### config.mk
export PLATFORM = sky130hd
export DESIGN_NAME = full_adder
export DESIGN_NICKNAME = d
export VERILOG_FILES = /design/src/rtl/full_adder_pkg.sv /design/src/rtl/full_adder_bit_cell.sv /design/src/rtl/full_adder.sv
export SDC_FILE = /design/constraint.sdc
export NUM_CORES = 1
export LEC_CHECK = 0
export CORE_AREA = 10 10 47 49
export CTS_BUF_LIST = sky130_fd_sc_hd__clkbuf_8
export DETAILED_ROUTE_END_ITERATION = 12
export DIE_AREA = 0 0 57 59
export PLACE_DENSITY = 0.36
export RECOVER_POWER = 100
export SYNTH_ARGS = -nofsm -noshare
export SYNTH_HDL_FRONTEND = slang
export SYNTH_SLANG_ARGS = --single-unit
### constraint.sdc
create_clock -name clk -period 0.8 [get_ports clk]
set_input_delay 0.12 -clock clk [delete_from_list [all_inputs] [get_ports clk]]
set_output_delay 0.12 -clock clk [all_outputs]
set_load 0.01 [all_outputs]
### src/rtl/full_adder_pkg.sv
// Shared constants and types for the registered ripple-carry adder.
package full_adder_pkg;

    localparam int FA_DEFAULT_WIDTH = 1;
    localparam int FA_MAX_WIDTH     = 64;

    // Carry-out plus a sum wide enough for the largest legal WIDTH.
    typedef struct packed {
        logic                    c;
        logic [FA_MAX_WIDTH-1:0] s;
    } fa_result_t;

endpackage

### src/rtl/full_adder_bit_cell.sv
// One-bit combinational full-adder cell; the top chains WIDTH of these.
module fa_bit_cell (
    input  logic a,
    input  logic b,
    input  logic ci,
    output logic s,
    output logic co
);

    assign s  = a ^ b ^ ci;
    assign co = (a & b) | (ci & (a ^ b));

endmodule

### src/rtl/full_adder.sv
// Registered WIDTH-bit ripple-carry adder with carry-in and carry-out.
// Optional signed-overflow output is enabled by defining FULL_ADDER_OVF_EN.
module full_adder
    import full_adder_pkg::*;
#(
    parameter int WIDTH = FA_DEFAULT_WIDTH
) (
    input  logic             clk,
    input  logic             rst,
    input  logic             in_valid,
    input  logic [WIDTH-1:0] a,
    input  logic [WIDTH-1:0] b,
    input  logic             c_in,
    output logic [WIDTH-1:0] sum,
    output logic             c_out,
    output logic             out_valid
`ifdef FULL_ADDER_OVF_EN
    ,
    output logic             ovf
`endif
);

    // carry[i] is the carry into bit i; carry[WIDTH] is the final carry-out.
    logic [WIDTH:0]   carry;
    logic [WIDTH-1:0] sum_next;

    assign carry[0] = c_in;

    for (genvar i = 0; i < WIDTH; i++) begin : g_cell
        fa_bit_cell u_cell (
            .a  (a[i]),
            .b  (b[i]),
            .ci (carry[i]),
            .s  (sum_next[i]),
            .co (carry[i+1])
        );
    end

    // Result register: loads only on valid, so idle (possibly X) operands never reach it.
    always_ff @(posedge clk) begin
        if (rst) begin
            sum       <= '0;
            c_out     <= 1'b0;
            out_valid <= 1'b0;
        end else begin
            out_valid <= in_valid;
            if (in_valid) begin
                sum   <= sum_next;
                c_out <= carry[WIDTH];
            end
        end
    end

`ifdef FULL_ADDER_OVF_EN
    // Signed overflow: carry into the sign bit differs from carry out of it.
    always_ff @(posedge clk) begin
        if (rst) begin
            ovf <= 1'b0;
        end else if (in_valid) begin
            ovf <= carry[WIDTH] ^ carry[WIDTH-1];
        end
    end
`endif

endmodule

==> out/metrics.yaml <==
sta:
  fin_crit_ps: 771.3
  fin_skew_ps: 0
  slew_headroom_pct: 91.86
  hold_viol: 0
  rsz0062_at_grt: "false"
  worst_slew_pin_slew_ps: 118.7
  fin_ws_ps: 28.66
  max_freq_mhz: 1296
  slew_violations: 0
  setup_violations: 0
  finalCritPeriodShare_pct: 96.42
  tns_ps: 0
die:
  pin_count: 9
  die_area_um2: 3363
  initial_utilization_pct: 8.125
  fp.coreArea_um2: 1401
  die_w_um: 57
  num_rows: 14
  fp.dieH_um: 59
clocking:
  hold_buffers: 0
  cts-root-buf: "clkbuf_8"
  htreeDepth: 1
  clk_pin_slew_ps: 30
  clock_sink_count: 3
  clk_path_buf_depth: 2
  postCtsSetupRepairBufs: 0
  cts_tree: "done"
  clk_latency_ps: 210
  cts-buffers-inserted: 3
critical_path:
  worstSetupPathType: "in -> reg"
  worstSetupStartpointType: "primary input"
  worstRegToRegCells: 2
  r2r-start: "c_out"
  slowest_stage: "fa_1"
  reg2reg_to: "c_out"
  crit_fanout: 1
  r2r_slack_ps: 200
  critPathArrivalTime_ps: 870
  crit_path_end_kind: "flop"
  slowest_delay_ps: 460
  worst_ep_required_time_ps: 900
  crit_chain: "buf_2 > fa_1 > mux2i_1 > nor2_1"
  critical-path-top-delay-family: "adder cells"
  cp_num_buf_inv: 1
final_layout:
  nNetsFinal: 29
  antennaDiodeCount: 0
  utilization_pct: 17.32
  area_growth_pct: 113.2
  final_cell_count_no_fill: 37
  layout-drive-gt1-share_pct: 52.38
  finish.instance_area_um2: 242.7
place:
  dp.cells: 33
  portBuffers: 8
  hpwlAfterDp_um: 285.3
  place_congestion: 0.5395
  post-place-ws_ps: -530.0
  dpl_cell_area_um2: 214.0
min_path:
  hold_end: "sum"
  min_from: "b"
  hold_path_class: "in -> reg"
  hold-path-cell-count: 4
pwr:
  leakage_nw: 0.1153
  peakVddDrop_mv: 0.4545
  p_per_area_nw_per_um2: 2700
  p_int_mw: 0.5291
  pwr-share-comb_pct: 10.0
  sw_frac_of_total_pct: 19.27
  power_switching_mw: 0.1263
  pwr-share-clk_pct: 63.9
  p_seq_share_pct: 26.1
synth:
  ys_seq_elements: 3
  ys_types: 5
  netlist_instances: 9
  ys_seq_area_share_pct: 52.75
  synth.avg_cell_area_um2: 12.65
  syn-num-nets: 16
  ys.warnings.count: 0
  synth_area_um2: 113.9
drt:
  top_layer: "met3"
  vias: 105
  drt-total-wl_um: 348
  final_antenna_net_count: 0
  firstDrtPassIters: 2
  viasPerCell: 2.838
  wire_per_inst_um: 9.405
  met2_length_um: 84
  met1_length_um: 176
  drt_iter0_markers: 1
  wl_met3_um: 87
  drc_errors: 0
run_status:
  status: "completed"
global_routing:
  grt-ovfl-total: 0
  grt_pass1_wl_um: 579
  antenna_found_initial: 0
  grt_use_total_pct: 2.808
  grt_pass1_vias: 135
  grt_max_degree: 4
run:
  maxCapViolCount: 0
[per-layer routing]
| layer | vias to the layer above | track usage, % |
|---|---|---|
| met2 | 9 | 1.705 |
| met5 | - | 0 |
| li1 | 52 | - |
| met4 | 0 | 4.027 |
| met1 | 44 | 2.491 |
| met3 | 0 | 4.506 |
[state kept, by name, summed over array words and instances (netlist names)]
| signal | count |
|---|---|
| out_valid | 1 |
| sum | 1 |
| c_out | 1 |
[worst min-delay path: stages]
cell and delay, ps:
buf_2 90, fa_1 140, mux2i_1 60, nor2_1 70
[metrics by stage]
step	power, mW	hold slack [ps]
CTS	0.6636	322.6
global route	0.7027	345.6
floorplan	0.1916	191.6
finish	0.6554	310.5
global placement	0.2458	481.7
detailed placement	0.2484	499.9
[cells in the final DEF (no fill, tap or decap)]
master	instances
clkbuf_2	1
buf_2	3
inv_1	1
dfxtp_1	1
mux2i_1	2
dfxtp_2	2
clkbuf_8	3
fa_1	1
dlygate4sd3_1	1
buf_6	2
nor2b_1	1
nor2_1	2
dlygate4sd2_1	1
[synthesized netlist by cell type]
library cell  count  area, um2
fa_1              1      20.02
dfxtp_1           3      60.06
mux2i_1           2      20.02
nor2b_1           1      6.260
nor2_1            2      7.510
[how the worst max path moves through the flow]
stage | to | cells after the start | start
floorplan | sum | 3 | a
global placement | sum | 4 | a
detailed placement | sum | 4 | a
CTS | c_out | 1 | c_out
global route | sum | 4 | a
finish | sum | 4 | a
[repair_timing]
| item | in CTS | in global routing |
|---|---|---|
| gates resized for setup | 26 | 2 |
| setup endpoints to repair | 5 | 3 |
| endpoints found under the hold margin | 0 | 0 |
| pin swaps | 2 | 1 |
[cell families (layout without fill, tap and decap cells)]
| kind of cell | count (synthesis) | in the layout | synth area share (%) |
|---|---|---|---|
| DFF | 3 | 3 | 52.75 |
| and+or+nand+nor | 3 | 3 | 12.09 |
| muxes | 2 | 2 | 17.58 |
| adders and majority gates | 1 | 1 | 17.58 |
| buffers and inverters | 0 | 12 | 0 |
[power by group through the flow]
stage	Combinational [mW]	Sequential, mW	Clock (mW)
2_1_floorplan	0.0182	0.173	0
3_3_place_gp	0.0773	0.169	0
3_5_place_dp	0.0788	0.170	0
4_1_cts	0.0598	0.169	0.435
5_1_grt	0.0723	0.172	0.458
6_report	0.0657	0.171	0.419
[cell type report]
type | instances | area, um2
tap | 16 | 20.02
sequential | 3 | 62.56
clock inverter | 1 | 3.754
fill | 169 | 1159
multi-input combinational | 6 | 53.80
timing repair buffer | 8 | 61.31
clock buffer | 3 | 41.29
No activity file was read; power rests on OpenSTA's default activity.
